==> config.mk <==
export PLATFORM = sky130hd
export DESIGN_NAME = rotate_addr_gen_flat
export DESIGN_NICKNAME = d
export VERILOG_FILES = /design/src/rtl/rotate_addr_gen_pkg.sv /design/src/rtl/rotate_addr_gen_if.sv /design/src/rtl/rotate_addr_gen_rot_addr_calc.sv /design/src/rtl/rotate_addr_gen.sv /design/src/flat_wrapper.sv
export SDC_FILE = /design/constraint.sdc
export NUM_CORES = 1
export LEC_CHECK = 0
export ABC_CLOCK_PERIOD_IN_PS = 11200
export BUFFER_PORTS_ARGS = -buffer_cell sky130_fd_sc_hd__clkbuf_2
export CORE_MARGIN = 5
export CORE_UTILIZATION = 43
export CTS_CLUSTER_DIAMETER = 50
export DETAILED_ROUTE_END_ITERATION = 10
export SETUP_SLACK_MARGIN = 0.2
export SYNTH_ARGS = -nofsm -noshare
export SYNTH_HDL_FRONTEND = slang
export SYNTH_HIERARCHICAL = 1
export SYNTH_SLANG_ARGS = --single-unit
==> constraint.sdc <==
create_clock -name clk_in -period 11.2 [get_ports clk_in]
set_input_delay 2.24 -clock clk_in [delete_from_list [all_inputs] [get_ports clk_in]]
set_output_delay 2.24 -clock clk_in [all_outputs]
set_load 0.1 [all_outputs]
==> src/rtl/rotate_addr_gen_pkg.sv <==
// rotate_pkg: shared types and helpers for the rotating frame-buffer address
// generator.
//   rot_mode_t   rotation selector (0, 90, 180, 270 degrees)
//   HCOUNT_W     width of the raster column counter
//   VCOUNT_W     width of the raster row counter
//   rot_last_px  true when (h,v) is the bottom-right pixel of a w x hgt image
package rotate_pkg;

  typedef enum logic [1:0] {ROT_0, ROT_90, ROT_180, ROT_270} rot_mode_t;

  localparam int HCOUNT_W = 11;
  localparam int VCOUNT_W = 10;

  function automatic logic rot_last_px(input logic [HCOUNT_W-1:0] h,
                                       input logic [VCOUNT_W-1:0] v,
                                       input int w,
                                       input int hgt);
    return (h == HCOUNT_W'(w - 1)) && (v == VCOUNT_W'(hgt - 1));
  endfunction

endpackage

==> src/rtl/rotate_addr_gen_if.sv <==
// rotate_addr_gen_if: pixel stream bundle between the pixel reconstructor
// (master) and the rotating address generator (slave).
//   Inputs to the generator : mode_in, hcount_in, vcount_in, data_valid_in,
//                             pixel_in, and mirror_in when ROTATE_MIRROR_EN
//                             is defined.
//   Outputs of the generator: pixel_out, pixel_addr_out, data_valid_out,
//                             hcount_out, vcount_out, frame_done_out,
//                             mode_active_out.
interface rotate_addr_gen_if #(
  parameter int PIX_W  = 16,
  parameter int ADDR_W = 17
);
  import rotate_pkg::*;

  logic [1:0]          mode_in;
  logic [HCOUNT_W-1:0] hcount_in;
  logic [VCOUNT_W-1:0] vcount_in;
  logic                data_valid_in;
  logic [PIX_W-1:0]    pixel_in;
`ifdef ROTATE_MIRROR_EN
  logic                mirror_in;
`endif

  logic [PIX_W-1:0]    pixel_out;
  logic [ADDR_W-1:0]   pixel_addr_out;
  logic                data_valid_out;
  logic [HCOUNT_W-1:0] hcount_out;
  logic [VCOUNT_W-1:0] vcount_out;
  logic                frame_done_out;
  logic [1:0]          mode_active_out;

  modport master (
    output mode_in, hcount_in, vcount_in, data_valid_in, pixel_in,
`ifdef ROTATE_MIRROR_EN
    output mirror_in,
`endif
    input  pixel_out, pixel_addr_out, data_valid_out, hcount_out,
           vcount_out, frame_done_out, mode_active_out
  );

  modport slave (
    input  mode_in, hcount_in, vcount_in, data_valid_in, pixel_in,
`ifdef ROTATE_MIRROR_EN
    input  mirror_in,
`endif
    output pixel_out, pixel_addr_out, data_valid_out, hcount_out,
           vcount_out, frame_done_out, mode_active_out
  );

endinterface

==> src/rtl/rotate_addr_gen_rot_addr_calc.sv <==
// rot_addr_calc: two-stage registered multiply-add that maps a raster
// coordinate to a frame-buffer address for the selected rotation.
//   clk_in, rst_in : clock and synchronous active-high reset
//   mode           : rotation applied to this coordinate
//   h, v           : (possibly mirrored) column and row
//   addr           : address, valid two clocks after h/v/mode
// Stage 1 registers the product term and the offset term, stage 2 adds them.
// Arithmetic runs one bit wider than the address and is truncated at the end.
module rot_addr_calc
  import rotate_pkg::*;
#(
  parameter int SRC_W  = 320,
  parameter int SRC_H  = 240,
  parameter int ADDR_W = 17
) (
  input  logic                clk_in,
  input  logic                rst_in,
  input  rot_mode_t           mode,
  input  logic [HCOUNT_W-1:0] h,
  input  logic [VCOUNT_W-1:0] v,
  output logic [ADDR_W-1:0]   addr
);

  localparam int PW = ADDR_W + 1;

  localparam logic [PW-1:0] W_C   = PW'(SRC_W);
  localparam logic [PW-1:0] H_C   = PW'(SRC_H);
  localparam logic [PW-1:0] W_M1  = PW'(SRC_W - 1);
  localparam logic [PW-1:0] H_M1  = PW'(SRC_H - 1);

  logic [PW-1:0]     h_x, v_x;
  logic [PW-1:0]     prod_d, prod_q;
  logic [PW-1:0]     off_d, off_q;
  logic [ADDR_W-1:0] addr_d, addr_q;

  assign h_x = PW'(h);
  assign v_x = PW'(v);

  always_comb begin
    prod_d = '0;
    off_d  = '0;
    case (mode)
      ROT_0: begin
        prod_d = v_x * W_C;
        off_d  = h_x;
      end
      ROT_90: begin
        prod_d = (W_M1 - h_x) * H_C;
        off_d  = v_x;
      end
      ROT_180: begin
        prod_d = (H_M1 - v_x) * W_C;
        off_d  = W_M1 - h_x;
      end
      ROT_270: begin
        prod_d = h_x * H_C;
        off_d  = H_M1 - v_x;
      end
      default: begin
        prod_d = '0;
        off_d  = '0;
      end
    endcase
  end

  assign addr_d = ADDR_W'(prod_q + off_q);

  always_ff @(posedge clk_in) begin
    if (rst_in) begin
      prod_q <= '0;
      off_q  <= '0;
      addr_q <= '0;
    end else begin
      prod_q <= prod_d;
      off_q  <= off_d;
      addr_q <= addr_d;
    end
  end

  assign addr = addr_q;

endmodule

==> src/rtl/rotate_addr_gen.sv <==
// rotate_addr_gen: maps camera raster coordinates to a frame-buffer write
// address for one of four rotations; pixel, valid, coordinates and
// frame_done travel a fixed 2-stage pipeline aligned with the address.
//   clk_in  : pixel clock
//   rst_in  : synchronous active-high reset, flushes the pipeline
//   bus     : rotate_addr_gen_if.slave stream (inputs mode/h/v/valid/pixel,
//             outputs pixel/addr/valid/h/v/frame_done/mode_active)
// Optional feature: define ROTATE_MIRROR_EN to add bus.mirror_in, a
// horizontal flip latched together with the mode at frame start.
module rotate_addr_gen
  import rotate_pkg::*;
#(
  parameter int         SRC_W        = 320,
  parameter int         SRC_H        = 240,
  parameter int         PIX_W        = 16,
  parameter int         ADDR_W       = $clog2(SRC_W * SRC_H),
  parameter logic [1:0] MODE_DEFAULT = 2'd1
) (
  input logic             clk_in,
  input logic             rst_in,
  rotate_addr_gen_if.slave bus
);

  logic                frame_start;
  logic                in_range;
  logic [HCOUNT_W-1:0] h_map;
  rot_mode_t           mode_d, mode_q;

  logic                valid1_q, valid2_q;
  logic                last1_q, last2_q;
  logic [PIX_W-1:0]    pix1_q, pix2_q;
  logic [HCOUNT_W-1:0] h1_q, h2_q;
  logic [VCOUNT_W-1:0] v1_q, v2_q;
  logic [ADDR_W-1:0]   calc_addr;

  // The (0,0) cycle itself already uses the freshly requested mode, so the
  // mapping is fed from mode_d rather than the register.
  assign frame_start = bus.data_valid_in && (bus.hcount_in == '0) && (bus.vcount_in == '0);
  assign mode_d      = frame_start ? rot_mode_t'(bus.mode_in) : mode_q;
  assign in_range    = bus.data_valid_in
                    && (bus.hcount_in < HCOUNT_W'(SRC_W))
                    && (bus.vcount_in < VCOUNT_W'(SRC_H));

`ifdef ROTATE_MIRROR_EN
  logic mirror_d, mirror_q;

  assign mirror_d = frame_start ? bus.mirror_in : mirror_q;

  always_comb begin
    h_map = bus.hcount_in;
    if (mirror_d) h_map = HCOUNT_W'(SRC_W - 1) - bus.hcount_in;
  end

  always_ff @(posedge clk_in) begin
    if (rst_in) mirror_q <= 1'b0;
    else        mirror_q <= mirror_d;
  end
`else
  assign h_map = bus.hcount_in;
`endif

  rot_addr_calc #(
    .SRC_W  (SRC_W),
    .SRC_H  (SRC_H),
    .ADDR_W (ADDR_W)
  ) u_calc (
    .clk_in (clk_in),
    .rst_in (rst_in),
    .mode   (mode_d),
    .h      (h_map),
    .v      (bus.vcount_in),
    .addr   (calc_addr)
  );

  always_ff @(posedge clk_in) begin
    if (rst_in) begin
      mode_q   <= rot_mode_t'(MODE_DEFAULT);
      valid1_q <= 1'b0;
      valid2_q <= 1'b0;
      last1_q  <= 1'b0;
      last2_q  <= 1'b0;
      pix1_q   <= '0;
      pix2_q   <= '0;
      h1_q     <= '0;
      h2_q     <= '0;
      v1_q     <= '0;
      v2_q     <= '0;
    end else begin
      mode_q   <= mode_d;
      valid1_q <= in_range;
      valid2_q <= valid1_q;
      last1_q  <= in_range && rot_last_px(bus.hcount_in, bus.vcount_in, SRC_W, SRC_H);
      last2_q  <= last1_q;
      pix1_q   <= bus.pixel_in;
      pix2_q   <= pix1_q;
      h1_q     <= bus.hcount_in;
      h2_q     <= h1_q;
      v1_q     <= bus.vcount_in;
      v2_q     <= v1_q;
    end
  end

  // Out-of-range coordinates still run through the multiplier; their address
  // is forced to zero here instead of gating the arithmetic.
  assign bus.pixel_addr_out  = valid2_q ? calc_addr : '0;
  assign bus.data_valid_out  = valid2_q;
  assign bus.frame_done_out  = last2_q;
  assign bus.pixel_out       = pix2_q;
  assign bus.hcount_out      = h2_q;
  assign bus.vcount_out      = v2_q;
  assign bus.mode_active_out = mode_q;

endmodule
==> src/flat_wrapper.sv <==
// flat-port wrapper written by rule: the top's interface ports become plain ports
module rotate_addr_gen_flat import rotate_pkg::*;
#(
  parameter int         SRC_W        = 320,
  parameter int         SRC_H        = 240,
  parameter int         PIX_W        = 16,
  parameter int         ADDR_W       = $clog2(SRC_W * SRC_H),
  parameter logic [1:0] MODE_DEFAULT = 2'd1
)
  (clk_in, rst_in, bus_mode_in, bus_hcount_in, bus_vcount_in, bus_data_valid_in, bus_pixel_in, bus_pixel_out, bus_pixel_addr_out, bus_data_valid_out, bus_hcount_out, bus_vcount_out, bus_frame_done_out, bus_mode_active_out);
  rotate_addr_gen_if #(.PIX_W(PIX_W), .ADDR_W(ADDR_W)) bus_i ();
  input logic clk_in;
  input logic rst_in;
  input wire logic [$bits(bus_i.mode_in)-1:0] bus_mode_in;
  input wire logic [$bits(bus_i.hcount_in)-1:0] bus_hcount_in;
  input wire logic [$bits(bus_i.vcount_in)-1:0] bus_vcount_in;
  input wire logic [$bits(bus_i.data_valid_in)-1:0] bus_data_valid_in;
  input wire logic [$bits(bus_i.pixel_in)-1:0] bus_pixel_in;
  output wire logic [$bits(bus_i.pixel_out)-1:0] bus_pixel_out;
  output wire logic [$bits(bus_i.pixel_addr_out)-1:0] bus_pixel_addr_out;
  output wire logic [$bits(bus_i.data_valid_out)-1:0] bus_data_valid_out;
  output wire logic [$bits(bus_i.hcount_out)-1:0] bus_hcount_out;
  output wire logic [$bits(bus_i.vcount_out)-1:0] bus_vcount_out;
  output wire logic [$bits(bus_i.frame_done_out)-1:0] bus_frame_done_out;
  output wire logic [$bits(bus_i.mode_active_out)-1:0] bus_mode_active_out;
  assign bus_i.mode_in = bus_mode_in;
  assign bus_i.hcount_in = bus_hcount_in;
  assign bus_i.vcount_in = bus_vcount_in;
  assign bus_i.data_valid_in = bus_data_valid_in;
  assign bus_i.pixel_in = bus_pixel_in;
  assign bus_pixel_out = bus_i.pixel_out;
  assign bus_pixel_addr_out = bus_i.pixel_addr_out;
  assign bus_data_valid_out = bus_i.data_valid_out;
  assign bus_hcount_out = bus_i.hcount_out;
  assign bus_vcount_out = bus_i.vcount_out;
  assign bus_frame_done_out = bus_i.frame_done_out;
  assign bus_mode_active_out = bus_i.mode_active_out;
  rotate_addr_gen #(.SRC_W(SRC_W), .SRC_H(SRC_H), .PIX_W(PIX_W), .ADDR_W(ADDR_W), .MODE_DEFAULT(MODE_DEFAULT)) u_core (.clk_in(clk_in), .rst_in(rst_in), .bus(bus_i));
endmodule
==> results of run 1 <==
-- registers in the layout (all words and copies together), names as in the netlist, 10 cells and up --
| name | cells |
|---|---|
| u_core/u_calc/off_q | 12 |
| u_core/bus.hcount_out | 11 |
| u_core/bus.pixel_out | 16 |
| u_core/u_calc/addr | 17 |
| u_core/u_calc/prod_q | 13 |
| u_core/h1_q | 11 |
| u_core/pix1_q | 16 |
| u_core/v1_q | 10 |
| u_core/bus.vcount_out | 10 |
-- layer usage --
metal,track usage (%),wire length [um],vias up
met1,22.7,7920,2520
met3,4.12,839,20
li1,-,-,2838
met2,26.7,7820,101
met5,0,0,-
met4,6.00,252,0
-- per-stage QoR --
| stage | instances | area, um^2 |
|---|---|---|
| after floorplan | 791 | 7590 |
| after global placement | 1091 | 8260 |
| after detailed placement | 1091 | 8260 |
| after CTS | 1122 | 8890 |
| after global routing | 1122 | 8890 |
| final | 1122 | 8890 |
-- where the power goes --
group,total (mW),switching [mW],internal (mW)
sequential,0.489,0.0118,0.477
clock,0.575,0.195,0.380
combinational,0.577,0.335,0.241
total,1.64,0.542,1.10
-- logic make-up (layout without fill, tap and decap cells) --
family | Yosys count | in the layout | share of synthesized area [%]
muxes | 13 | 13 | 1.85
xor gates and xnor gates | 60 | 60 | 7.32
and+or+nand+nor | 255 | 255 | 19.1
buffers and inverters | 100 | 206 | 5.31
adders and majority gates | 109 | 109 | 21.3
DFF | 122 | 122 | 32.2
AOI/OAI and AO/OA | 132 | 132 | 13.0
-- cell usage in the layout (no fill, tap or decap), drive strengths merged, types with 3 or more instances in the layout --
| cell | netlist | final |
|---|---|---|
| clkinv | 0 | 4 |
| inv | 75 | 78 |
| nand4 | 6 | 6 |
| o22ai | 4 | 4 |
| nor2b | 88 | 88 |
| o21bai | 4 | 4 |
| and3 | 8 | 8 |
| clkbuf | 18 | 117 |
| nor2 | 57 | 57 |
| a2111oi | 5 | 5 |
| ha | 75 | 75 |
| and2 | 20 | 20 |
| o21ai | 17 | 17 |
| nand2b | 8 | 8 |
| nor3b | 3 | 3 |
| dfxtp | 122 | 122 |
| a21o | 12 | 12 |
| xor2 | 25 | 25 |
| a211o | 5 | 5 |
| o31ai | 3 | 3 |
| bufinv | 0 | 4 |
| nor4 | 7 | 7 |
| xnor2 | 35 | 35 |
| nand2 | 23 | 23 |
| a21oi | 37 | 37 |
| o21a | 11 | 11 |
| fa | 34 | 34 |
| a31oi | 3 | 3 |
| nor3 | 14 | 14 |
| nor4b | 3 | 3 |
| a211oi | 15 | 15 |
| mux2i | 11 | 11 |
| nand3 | 9 | 9 |
-- worst register-to-register path, delay by kind of cell, from the launching register on --
family             cells  cell delay (ns)
and+or+nand+nor        2             0.26
DFF                    1             0.35
AOI/OAI and AO/OA      1             0.95
muxes                  1             0.54
-- worst max path at each step --
| stage | start | end | slack, ns | cells past startpoint |
|---|---|---|---|---|
| after floorplan | bus_hcount_in[7] | u_core/u_calc/prod_q[16] | 5.79 | 17 |
| after global placement | bus_hcount_in[6] | u_core/u_calc/prod_q[16] | 5.26 | 18 |
| after detailed placement | bus_hcount_in[6] | u_core/u_calc/prod_q[16] | 5.17 | 18 |
| after CTS | bus_hcount_in[6] | u_core/u_calc/prod_q[16] | 5.59 | 18 |
| after global routing | bus_hcount_in[6] | u_core/u_calc/prod_q[16] | 5.23 | 18 |
| final | bus_hcount_in[6] | u_core/u_calc/prod_q[16] | 5.57 | 18 |
-- layout make-up --
| class | instances | area (um^2) | area share (%) |
|---|---|---|---|
| sequential | 122 | 2440 | 27.5 |
| tap | 225 | 282 | 3.17 |
| timing repair buffer | 100 | 505 | 5.69 |
| clock inverter | 12 | 189 | 2.12 |
| clock buffer | 19 | 443 | 4.98 |
| multi-input combinational | 569 | 4750 | 53.4 |
| inverter | 75 | 282 | 3.17 |
==> flow_metrics.tcl, run 1 <==
set metrics [dict create \
    ant_nets 0 \
    wire_per_inst_um 15.0 \
    ctsHoldBuffers 0 \
    grt_usage_pct 16.9 \
    synth_top_area_share_pct 32.2 \
    drive_gt1_share_pct 18.7 \
    avgSynthCellArea_um2 9.60 \
    portBuffers 99 \
    cpLargestDelayFamily "adder cells" \
    crit_slowest_cell "fa_1" \
    rsz0062_at_grt "no" \
    end_kind "flip-flop" \
    drc 0 \
    p_leak_nw 4.20 \
    max_clock_freq_mhz 178 \
    post-place-ws_ns 5.17 \
    tns_ns 0 \
    path_buf_inv 5 \
    syn_to_final_growth_pct 17.1 \
    num_vias 5479 \
    seq_area_frac_synth_pct 32.2 \
    start_util_pct 43.9 \
    vias_per_cell 4.88 \
    yosysTopAreaCell "dfxtp_1" \
    rrSetupSlack_ns 8.88 \
    clock_latency_ns 0.41 \
    drt_iter0_drc 190 \
    routed_wl_um 16800 \
    synth_edf_count 0 \
    yosysUniqueCellTypes 74 \
    p_total_mw 1.64 \
    hold_depth 1 \
    setup_ws_ns 5.57 \
    nFillCells 1670 \
    ir_drop_mv 0.129 \
    syn_inst 791 \
    drt-pass1-iter-count 4 \
    utilization_pct 51.4 \
    cts.clk_slew.worst_paths_ns 0.06 \
    rows 48 \
    nNetsFinal 1036 \
    coreArea_um2 17300 \
    antenna_found_initial 0 \
    synth-async-reset-ratio_pct 0 \
    ys_seq_elements 122 \
    p_per_area_nw_per_um2 184 \
    num_antenna_cells 0 \
    die_x_um 143 \
    cts_max_level 4 \
    hold_path_class "flip-flop to flip-flop" \
    gp_congestion 0.847 \
    slowest_delay_ns 0.54 \
    dpl.hpwl_um 12900 \
    status "finished clean" \
    required_ns 11.54 \
    cts_tree "yes" \
    drv_cap 0 \
    arrival_ns 5.96 \
    worst_clock_skew_ns 0.0117 \
    syn_nets 942 \
    grt_pass1_wl_um 27000 \
    cts_made_buffers 17 \
    grt_max_degree 75 \
    synth_area_um2 7590 \
    hold_start "u_core/h1_q[0]" \
    rr_endpoint "u_core/u_calc/off_q[9]" \
    whs_endpoint "u_core/bus.hcount_out[0]" \
    first_global_vias 5337 \
    root_buffer "clkbuf_16" \
    hold_ws_ns 0.425 \
    maxSlewViolCount 0 \
    ys_top_cells_by_count "dfxtp_1 (122), nor2b_1 (86), ha_1 (75), inv_1 (73), nor2_1 (56)" \
    grt_overflow 0 \
    post-synth-top-count-cell "dfxtp_1" \
    die_h_um 143 \
    synth_area_leaders "dfxtp_1 (32%), ha_1 (12%), fa_1 (9.0%)" \
    path_class "input port to flip-flop" \
    yosys_warnings 6 \
    r2r-start "u_core/bus.mode_active_out[1]" \
    clkSinkCount 122 \
    synth_top_flop_cell "dfxtp_1" \
    tightest_slew_ns 1.13 \
    cts_setup_buffers 0 \
    hold_viol_final 0 \
    start_kind "input port" \
    finalCritPeriodShare_pct 50.2 \
    clock_path_buffers 2 \
    dieArea_um2 20400 \
    path_cells "clkbuf_2 > inv_2 > ha_1 > xnor2_1 > inv_1 > ha_1 > inv_1 > xnor2_1 > fa_1 > inv_1 > ha_1 > a21o_1 > o21ai_0 > nand2b_1 > o31ai_4 > xnor2_1 > nor2_1 > nor3_1" \
    final.min_clock_period_ns 5.63 \
    crit_path_max_fanout 11 \
    ios 100 \
    ff2ff_path_depth 4 \
    slew_headroom_pct 22.5 \
    setup_viol 0 \
    cts_resized 0 \
]
(Power assumes the default switching activity.)
==> run 2: changes to the inputs <==
--- a/config.mk
+++ b/config.mk
@@ -5,7 +5,7 @@
 export SDC_FILE = /design/constraint.sdc
 export NUM_CORES = 1
 export LEC_CHECK = 0
-export ABC_CLOCK_PERIOD_IN_PS = 11200
+export ABC_CLOCK_PERIOD_IN_PS = 4500
 export BUFFER_PORTS_ARGS = -buffer_cell sky130_fd_sc_hd__clkbuf_2
 export CORE_MARGIN = 5
 export CORE_UTILIZATION = 43
==> constraint.sdc (replaced) <==
create_clock -name clk_in -period 4.5 [get_ports clk_in]
set_input_delay 0.9 -clock clk_in [delete_from_list [all_inputs] [get_ports clk_in]]
set_output_delay 0.9 -clock clk_in [all_outputs]
set_load 0.1 [all_outputs]
==> flow_metrics.tcl, run 2 (synthesis results as in run 1) <==
set metrics [dict create \
    ios 100 \
    cts.clk_slew.worst_paths_ns 0.06 \
    status "finished clean" \
    grt_max_degree 69 \
    p_per_area_nw_per_um2 451 \
    die_x_um 143 \
    layout.cells.non_filler 1137 \
    grt_pass1_wl_um 28300 \
    finalCritPeriodShare_pct 83.3 \
    num_antenna_cells 0 \
    ir_drop_mv 0.326 \
    dpl.hpwl_um 13400 \
    maxSlewViolCount 0 \
    clkSinkCount 122 \
    post-place-ws_ns 0.354 \
    grt_overflow 0 \
    multi_input_area_um2 4750 \
    utilization_pct 51.8 \
    drt-pass1-iter-count 5 \
    grt_usage_pct 17.8 \
    first_global_vias 5375 \
    hold_path_class "flip-flop to flip-flop" \
    setup_ws_ns 0.752 \
    hold_viol_final 0 \
    die_h_um 143 \
    portBuffers 99 \
    worst_clock_skew_ns 0.00834 \
    num_vias 5546 \
    syn_to_final_growth_pct 18.1 \
    start_util_pct 43.9 \
    drv_cap 0 \
    cts_setup_buffers 0 \
    required_ns 4.78 \
    final_common_cell "dfxtp_1" \
    largest_register_ffs 17 \
    rsz0062_at_grt "no" \
    vias_per_cell 4.88 \
    hold_ws_ns 0.427 \
    final.min_clock_period_ns 3.75 \
    arrival_ns 4.02 \
    nNetsFinal 1050 \
    cts_resized 0 \
    path_class "input port to flip-flop" \
    cts_made_buffers 17 \
    tightest_slew_ns 0.661 \
    max_clock_freq_mhz 267 \
    ant_nets 0 \
    crit_path_max_fanout 7 \
    coreArea_um2 17300 \
    nFillCells 1627 \
    dieArea_um2 20400 \
    drc 0 \
    clock_latency_ns 0.42 \
    tns_ns 0 \
    register_area_um2 2440 \
    antenna_found_initial 0 \
    drive_gt1_share_pct 20.2 \
    final_cell_mix "dfxtp_1 (122), clkbuf_2 (98), nor2b_1 (86)" \
    rows 48 \
    start_kind "input port" \
    wire_per_inst_um 15.4 \
    end_kind "flip-flop" \
    dp.cells 1105 \
    root_buffer "clkbuf_16" \
    clock_path_buffers 2 \
    gp_congestion 0.889 \
    drt_iter0_drc 277 \
    cts_max_level 4 \
    setup_viol 0 \
    cts_tree "yes" \
    ctsHoldBuffers 0 \
    p_leak_nw 4.26 \
    routed_wl_um 17500 \
    slew_headroom_pct 55.9 \
]
run 2: cell count changes in the layout (fill, tap and decap cells not counted), sizes merged:
cell | previous run | this run
buf | 2 | 16
bufinv | 4 | 2
clkbuf | 117 | 115
clkinvlp | 1 | 0
inv | 78 | 84
run 2: final timing paths:
path	from	to	slack (ns)	cells past startpoint
worst max-delay path	bus_hcount_in[3]	u_core/u_calc/prod_q[13]	0.75	14
worst min-delay path	u_core/pix1_q[7]	u_core/bus.pixel_out[7]	0.43	1
worst max register to register	u_core/u_calc/prod_q[4]	u_core/u_calc/addr[16]	2.48	10
worst min register to register	u_core/pix1_q[7]	u_core/bus.pixel_out[7]	0.43	1
run 2: layout make-up:
cell class,instances,share of cell area (%)
Timing Repair Buffer,114,6.81
Clock inverter,15,1.97
Multi-Input combinational cell,569,53.0
Clock buffer,17,4.74
Sequential cell,122,27.2
Inverter,75,3.14
Tap cell,225,3.14
run 2: metrics by stage:
stage	cell area (um^2)	total power, mW
2_1_floorplan	7590	2.38
3_3_place_gp	8360	2.68
3_5_place_dp	8360	2.68
4_1_cts	8970	4.08
5_1_grt	8970	4.31
6_report	8970	4.05
run 2: critical path, stage by stage:
cell      delay (ns)
clkbuf_2        0.22
inv_1           0.16
fa_1            0.62
inv_1           0.07
fa_1            0.52
inv_1           0.05
ha_1            0.33
o21a_1          0.19
o21a_1          0.18
a21oi_1         0.22
xor2_1          0.22
a21oi_1         0.09
a21oi_1         0.14
o32ai_1         0.10
run 2: metal layers:
metal / wire (um) / up-vias / GRT usage [%]
met3: 830 / 17 / 4.02
met4: 252 / 0 / 6.15
met1: 8170 / 2550 / 23.9
met5: 0 / - / 0
li1: - / 2858 / -
met2: 8210 / 121 / 28.2
run 2: report_power, final:
| group | switching [mW] | internal (mW) | total, mW |
|---|---|---|---|
| Combinational | 0.839 | 0.615 | 1.45 |
| Clock | 0.533 | 0.837 | 1.37 |
| Sequential | 0.0357 | 1.19 | 1.22 |
